<file path="config.mk">
export PLATFORM = sky130hd
export DESIGN_NAME = apb_slave_mem
export DESIGN_NICKNAME = d
export VERILOG_FILES = /design/src/rtl/apb_slave_mem.sv
export SDC_FILE = /design/constraint.sdc
export NUM_CORES = 2
export LEC_CHECK = 0
export CAP_MARGIN = 20
export CORE_MARGIN = 3
export CORE_UTILIZATION = 50
export CTS_BUF_LIST = sky130_fd_sc_hd__clkbuf_4
export CTS_CLUSTER_SIZE = 16
export DETAILED_ROUTE_END_ITERATION = 16
export PLACE_DENSITY = 0.68
export SLEW_MARGIN = 20
export SYNTH_ARGS = -nofsm -noshare
export SYNTH_HDL_FRONTEND = slang
export SYNTH_SLANG_ARGS = --single-unit
</file>
<file path="constraint.sdc">
create_clock -name PCLK -period 72.1 [get_ports PCLK]
set_input_delay 14.42 -clock PCLK [delete_from_list [all_inputs] [get_ports PCLK]]
set_output_delay 14.42 -clock PCLK [all_outputs]
set_load 0.01 [all_outputs]
</file>
<file path="src/rtl/apb_slave_mem.sv">
//------------------------------------------------------------------------------
// Module      : apb_slave_mem
// Description : APB3 completer backed by a word-addressed register memory.
//               Every ACCESS phase inserts WAIT_STATES PREADY-low cycles.
//               Misaligned or out-of-range addresses complete with PSLVERR.
// Revision    : 1.0 - initial release
//
// Ports:
//   PCLK     in   clock, rising edge
//   PRESET   in   asynchronous active-high reset
//   PSEL     in   slave select
//   PENABLE  in   access phase indicator
//   PWRITE   in   1 = write, 0 = read
//   PADDR    in   byte address [ADDR_WIDTH]
//   PWDATA   in   write data [DATA_WIDTH]
//   PSTRB    in   byte strobes [DATA_WIDTH/8] (only with APB_SLV_PSTRB_EN)
//   PRDATA   out  read data, zero unless a good read is completing
//   PREADY   out  transfer completes this cycle
//   PSLVERR  out  transfer error, only while PREADY is high
//
// Build option:
//   APB_SLV_PSTRB_EN  adds PSTRB and per-byte write enables
//------------------------------------------------------------------------------
`default_nettype none

module apb_slave_mem #(
  parameter int ADDR_WIDTH  = 8,
  parameter int DATA_WIDTH  = 32,
  parameter int DEPTH       = 64,
  parameter int WAIT_STATES = 2
) (
  input  logic                    PCLK,
  input  logic                    PRESET,
  input  logic                    PSEL,
  input  logic                    PENABLE,
  input  logic                    PWRITE,
  input  logic [ADDR_WIDTH-1:0]   PADDR,
  input  logic [DATA_WIDTH-1:0]   PWDATA,
`ifdef APB_SLV_PSTRB_EN
  input  logic [DATA_WIDTH/8-1:0] PSTRB,
`endif
  output logic [DATA_WIDTH-1:0]   PRDATA,
  output logic                    PREADY,
  output logic                    PSLVERR
);

  localparam int          c_NBYTES    = DATA_WIDTH / 8;
  localparam int          c_IDX_W     = ADDR_WIDTH - 2;
  localparam int          c_MIDX_W    = (DEPTH > 1) ? $clog2(DEPTH) : 1;
  localparam logic [31:0] c_DEPTH     = 32'(DEPTH);
  localparam logic [3:0]  c_WAIT_INIT = 4'(WAIT_STATES);

  localparam logic [0:0]  c_IDLE   = 1'b0;
  localparam logic [0:0]  c_ACCESS = 1'b1;

  logic [0:0]              r_state;
  logic [0:0]              w_state_nxt;
  logic [3:0]              r_cnt;
  logic [ADDR_WIDTH-1:0]   r_addr;
  logic                    r_write;
  logic [DATA_WIDTH-1:0]   r_wdata;
  logic [c_NBYTES-1:0]     r_strb;
  logic [DATA_WIDTH-1:0]   r_mem [0:DEPTH-1];

  logic                    w_setup;
  logic                    w_ready;
  logic                    w_commit;
  logic                    w_err;
  logic [c_IDX_W-1:0]      w_word_idx;
  logic [c_MIDX_W-1:0]     w_mem_idx;

  // Decode works only on the captured address, so mid-access changes to
  // PADDR cannot disturb the response.
  assign w_word_idx = r_addr[ADDR_WIDTH-1:2];
  assign w_mem_idx  = r_addr[c_MIDX_W+1:2];
  assign w_err      = (32'(w_word_idx) >= c_DEPTH) || (r_addr[1:0] != 2'b00);

  assign w_setup  = (r_state == c_IDLE) && PSEL && !PENABLE;
  assign w_ready  = (r_state == c_ACCESS) && (r_cnt == 4'd0);
  assign w_commit = w_ready && PSEL && PENABLE && r_write && !w_err;

  // State register
  always_ff @(posedge PCLK or posedge PRESET) begin
    if (PRESET) begin
      r_state <= c_IDLE;
    end else begin
      r_state <= w_state_nxt;
    end
  end

  // Next-state logic; dropping PSEL in ACCESS abandons the transfer.
  always_comb begin
    w_state_nxt = r_state;
    case (r_state)
      c_IDLE: begin
        if (PSEL && !PENABLE) begin
          w_state_nxt = c_ACCESS;
        end
      end
      c_ACCESS: begin
        if (!PSEL) begin
          w_state_nxt = c_IDLE;
        end else if (PENABLE && w_ready) begin
          w_state_nxt = c_IDLE;
        end
      end
      default: w_state_nxt = c_IDLE;
    endcase
  end

  // Output logic: driven from registered state, counter and memory only.
  always_comb begin
    PREADY  = w_ready;
    PSLVERR = w_ready && w_err;
    PRDATA  = '0;
    if (w_ready && !r_write && !w_err) begin
      PRDATA = r_mem[w_mem_idx];
    end
  end

  // Setup capture and wait-state counter
  always_ff @(posedge PCLK or posedge PRESET) begin
    if (PRESET) begin
      r_cnt   <= 4'd0;
      r_addr  <= '0;
      r_write <= 1'b0;
      r_wdata <= '0;
      r_strb  <= '0;
    end else if (w_setup) begin
      r_cnt   <= c_WAIT_INIT;
      r_addr  <= PADDR;
      r_write <= PWRITE;
      r_wdata <= PWDATA;
`ifdef APB_SLV_PSTRB_EN
      r_strb  <= PSTRB;
`else
      r_strb  <= '1;
`endif
    end else if (r_state == c_ACCESS) begin
      if (!PSEL) begin
        r_cnt <= 4'd0;
      end else if (r_cnt != 4'd0) begin
        r_cnt <= r_cnt - 4'd1;
      end
    end
  end

  // Memory array; written only on a completion edge of a legal write.
  always_ff @(posedge PCLK or posedge PRESET) begin
    if (PRESET) begin
      for (int i = 0; i < DEPTH; i++) begin
        r_mem[i] <= '0;
      end
    end else if (w_commit) begin
      for (int b = 0; b < c_NBYTES; b++) begin
        if (r_strb[b]) begin
          r_mem[w_mem_idx][8*b +: 8] <= r_wdata[8*b +: 8];
        end
      end
    end
  end

endmodule

`default_nettype wire

</file>
== Word-level counts from Yosys, hierarchy flattened ==
Cells that the tools add are included.
W data, S select, Z words.

* Bits in registers: 2095
* Input bits: 45
* Output and inout bits: 34

* $add $sub $neg: 1
* Magnitude comparators: 2
* Eq/ne operators: 1
* Mux-type cells: 31
* Bitwise operators: 2
* Reductions and logical operators: 21

{| class="wikitable"
|+ Operator list
! kind !! count
|-
| $mux W2048 || 7
|-
| $bwmux W2048 || 4
|-
| $demux W32 S6 || 4
|-
| $bmux W32 S6 || 1
|-
| $mux W32 || 4
|-
| $mux W24 || 1
|-
| $mux W16 || 1
|-
| $mux W4 || 4
|-
| $logic_and A1 B1 Y1 || 13
|-
| $mux W8 || 1
|-
| $ge A7 B7 Y1 const B || 1
|-
| $lt A7 B1 Y1 const B || 1
|-
| $not A6 Y7 || 1
|-
| $logic_not A4 Y1 || 1
|-
| $reduce_bool A2 Y1 || 2
|-
| $reduce_bool A4 Y1 || 1
|-
| $sub A4 B1 Y4 const B || 1
|-
| $logic_not A1 Y1 || 3
|-
| $mux W1 || 3
|-
| $ne A3 B1 Y1 const B || 1
|-
| $pmux W1 S2 || 1
|-
| $reduce_and A2 Y1 || 1
|-
| $not A1 Y1 || 1
|}

== Depth between registers and ports, before layout ==
* Depth in word-level cells: 16
* Depth in mapped cells: 11
* Gate-level depth less buffers: 8

== Worst setup path after synthesis ==
OpenSTA, ideal clock, no wires.

* Path type: register -> output
* Start point: reg r_addr[3]
* End point: out PRDATA[12]
* Data arrival time: 2102 ps
* Data required time: 57680 ps
* Path slack: 55578 ps
* Cell stages (with the launch flop): 8
* Path buffers: 3
* Cells stage by stage: dfrtp_1 -> buf_2 -> buf_4 -> clkbuf_1 -> mux4_2 -> a22o_1 -> a2111oi_0 -> a31oi_1

* Longest elaborated chain between the ends: 5

{| class="wikitable"
|+ Ends and longest elaborated chain
! item !! RTL line !! source
|-
| start, declared || 59 || <nowiki>logic [ADDR_WIDTH-1:0] r_addr;</nowiki>
|-
| start signal, assigned || 125 || <nowiki>r_addr <= '0;</nowiki>
|-
| start signal, assigned || 131 || <nowiki>r_addr <= PADDR;</nowiki>
|-
| $not A6 Y7 (not written as such) || 117 || <nowiki>PRDATA = r_mem[w_mem_idx];</nowiki>
|-
| $bmux W32 S6 || 117 ||
|-
| $mux W32 (not written as such) (2 in a row) || 117 ||
|-
| $mux W32 || 116 || <nowiki>if (w_ready && !r_write && !w_err) begin</nowiki>
|-
| end, declared || 42 || <nowiki>output logic [DATA_WIDTH-1:0] PRDATA,</nowiki>
|}

No other way between the ends. The select of a mux whose other input is x is not followed.

== Worst setup path after layout ==
* Start point: reg r_addr[4]
* End point: out PRDATA[8]

Same word-level chain as after synthesis.

==> run metrics <==
final worst setup slack 49.85 ns; DP Wirelength 160000 um; Buffers & Inverters on Critical Path 6; drt drc 0; Hold Path End r_mem[954]; Leakage 51.5 nW; Cell Area, Synth 95300 um2; R2R Path Start r_addr[4]; vias after detailed routing 62200; Post CTS Setup Buffer Count 0; Synth area leaders dfrtp_1, mux2_2, mux4_2, mux2i_1, a22oi_1; Mapped Avg Cell Area 13.9 um2; number of synthesized flops with an enable pin 0; antenna-violating nets left 0; Synth area leader dfrtp_1; fin util 0.556; setup tns final 0 ns; Design Power 2.62 mW; Worst setup SP type flip-flop; row count 159; Switch Pwr 0.787 mW; pre-CTS setup slack 51.58 ns; Hold Crit Start r_mem[954]; WP data arrival 7.83 ns; Int Pwr 1.83 mW; number of global-route vias before repair 64900; grt total ovfl 0; first-pass GRT wire length 423000 um; Num CTS Buffers 570; placed insts 8861; Initial Utilization 0.505; clock root cell clkbuf_4; clock tree buffer depth 4; clock network fraction of total power 0.399; Comb pwr share 0.137; CP max stage cell nor4_1; Die X 443 um; Post-Syn Nets 6893; slowest cell delay on critical path 1.09 ns; Worst R2R End r_mem[1030]; share of cells above drive strength 1 0.469; Syn-to-layout area delta 10.0%; Core Region 189000 um2; Hold Path Depth 2; Layout Cells excl Fill 9790; min cycle time layout 22.25 ns; Placed Area 97900 um2; Resized cells post-CTS 0; DRT Pass-1 Iters 6; clock latency at the later pin of the worst-skew pair 1.39 ns; Design Area, Final 105000 um2; period utilization 0.309; largest net degree at the start of global routing 201; die area 196000 um2; Main synth FF type dfrtp_1; hold_buf cts 0; clock skew 0.0953 ns; most used cell, CP buf_4; routability cong. 0.907; Die H 443 um; Worst R2R Path Depth 7; antenna violations before repair 15; final net count 6986; # setup viols final 0; Max-Cap Viols 0; reg-to-reg slack, setup 66.72 ns; Critical Path RT 57.68 ns; Async S/R FF share, synth 1.00; H-tree Lvls 6; Worst-path clk slew 0.06 ns; stages on the worst setup path 11; Sw Ratio 0.301; Fmax 45.0 MHz; clock sink total 2095; Fillers 15500; Reg power frac 0.464; RSZ-0062 raised after global routing no; post-synthesis sequential area ratio 0.550; Worst-Margin Slew 1.39 ns; Slew HR 0.0740; Routed WL per cell 29.0 um; Crit. End Element output port; pwr dens 25.0 nW/um2; FF+latch count, synth 2095; worst path cell trace buf_4 > buf_4 > buf_4 > buf_4 > nand4bb_2 > buf_4 > a21o_1 > o2111ai_1 > nor4_1 > a31oi_1 > clkdlybuf4s50_1; cells after synthesis 6847; max-slew violations 0; Worst IR Drop VDD 0.0215 mV; WHS 0.475 ns; io pins 79; status completed; DR vias/cell 6.35; GRT Util Overall 0.287; Yosys top cell area share 0.550; Synth Warn # 0; Fin. Hold Viols 0; Hold/Removal Path Class flip-flop to flip-flop; CP Max Fanout 48; CTS tree built; DRT iter0 DRCs 5623; Distinct cells, synth 70; IO Port Bufs 78; routed wire length 283000 um; CP Class flip-flop to output port; delay-heaviest family, CP buffers and inverters
## final cells by class
type                            instances  area, um2  area share
Clock inverter                         67        443     0.00422
Clock buffer                          852       6400      0.0610
Tap cell                             2495       3120      0.0298
Multi-Input combinational cell       4016      40100       0.382
Timing Repair Buffer                  250       2260      0.0216
Inverter                                7       31.3    0.000298
Antenna cell                            8       20.0    0.000191
Sequential cell                      2095      52500       0.501
## cells by family (layout without fill, tap and decap cells)
logic type | Yosys count | count (layout) | synth area share
other | 0 | 8 | 0
AND/OR/NAND/NOR | 667 | 667 | 0.0399
adder cells (fa/ha/maj) | 1 | 1 | 0.000131
multiplexers | 2444 | 2444 | 0.310
flip-flops | 2095 | 2095 | 0.550
AO/OA/AOI/OAI | 902 | 902 | 0.0665
buffers and inverters | 736 | 1176 | 0.0337
XOR/XNOR | 2 | 2 | 0.000184
## synthesized netlist by cell type (4+ instances only)
cell          n
a2111oi_0    23
a211oi_1      9
a21o_1       44
a21oi_1      54
a221oi_1     72
a22o_1       84
a22oi_1     208
a31oi_1      31
a41o_1        6
and3_1       88
and3b_1       4
and4b_1       4
buf_1        28
buf_2       297
buf_4        16
clkbuf_1    385
dfrtp_1    2095
inv_1         6
mux2_1       10
mux2_2     2033
mux2i_1     203
mux4_2      198
nand2_1     244
nand2b_1     10
nand3_1      21
nand3b_1     91
nor2_1       36
nor2_4        6
nor2b_1       8
nor3_1        6
nor3b_1      86
nor4_1       32
o2111ai_1    42
o211ai_1     17
o21ai_0     179
o221ai_1      6
o22a_1       10
o22ai_1     106
## worst max-delay path by stage
stage	start	end	slack, ns
floorplan	PRESET	r_addr[0]	28.59
global placement	r_addr[4]	PRDATA[20]	51.29
detailed placement	r_addr[4]	PRDATA[8]	51.58
CTS	r_addr[4]	PRDATA[8]	50.06
global route	r_addr[4]	PRDATA[8]	49.92
finish	r_addr[4]	PRDATA[8]	49.85
## worst min-delay path, stage by stage, from the launching register on
cell and delay (ns):
dfrtp_1 0.33, nand2_1 0.04, o21ai_0 0.06
## flip-flops by register name, summed over array words and instances (netlist names)
name and count:
r_strb 1, r_cnt 4, r_mem 2048, r_write 1, r_wdata 32, r_state 1, r_addr 8
## power by group through the flow
stage	clock (mW)	sequential [mW]	combinational (mW)
2_1_floorplan	0	1.22	0.237
3_3_place_gp	0	1.24	0.350
3_5_place_dp	0	1.24	0.355
4_1_cts	1.07	1.21	0.355
5_1_grt	1.13	1.22	0.376
6_report	1.04	1.22	0.359
## placed cells by master (no fill, tap or decap), types with 44 or more instances in the layout
cell type and count:
dfrtp_1 2060, mux4_2 198, mux2i_1 203, mux2_2 2033
nand3b_1 91, a221oi_1 72, clkdlybuf4s50_1 78, nand2_1 190
a21o_1 44, a22o_1 84, o22ai_1 106, o21ai_0 179
a21oi_1 54, and3_1 86, buf_4 155, clkinv_1 47
a22oi_1 208, clkbuf_4 852, nor3b_1 85
## metal layers
layer / global-route usage / part of all wire
met2: 0.442 / 0.46
met4: 0.124 / 0.040
met1: 0.386 / 0.42
met5: 0 / 0.00031
met3: 0.0737 / 0.081
Note: power is estimated with default switching activity, not from simulation.
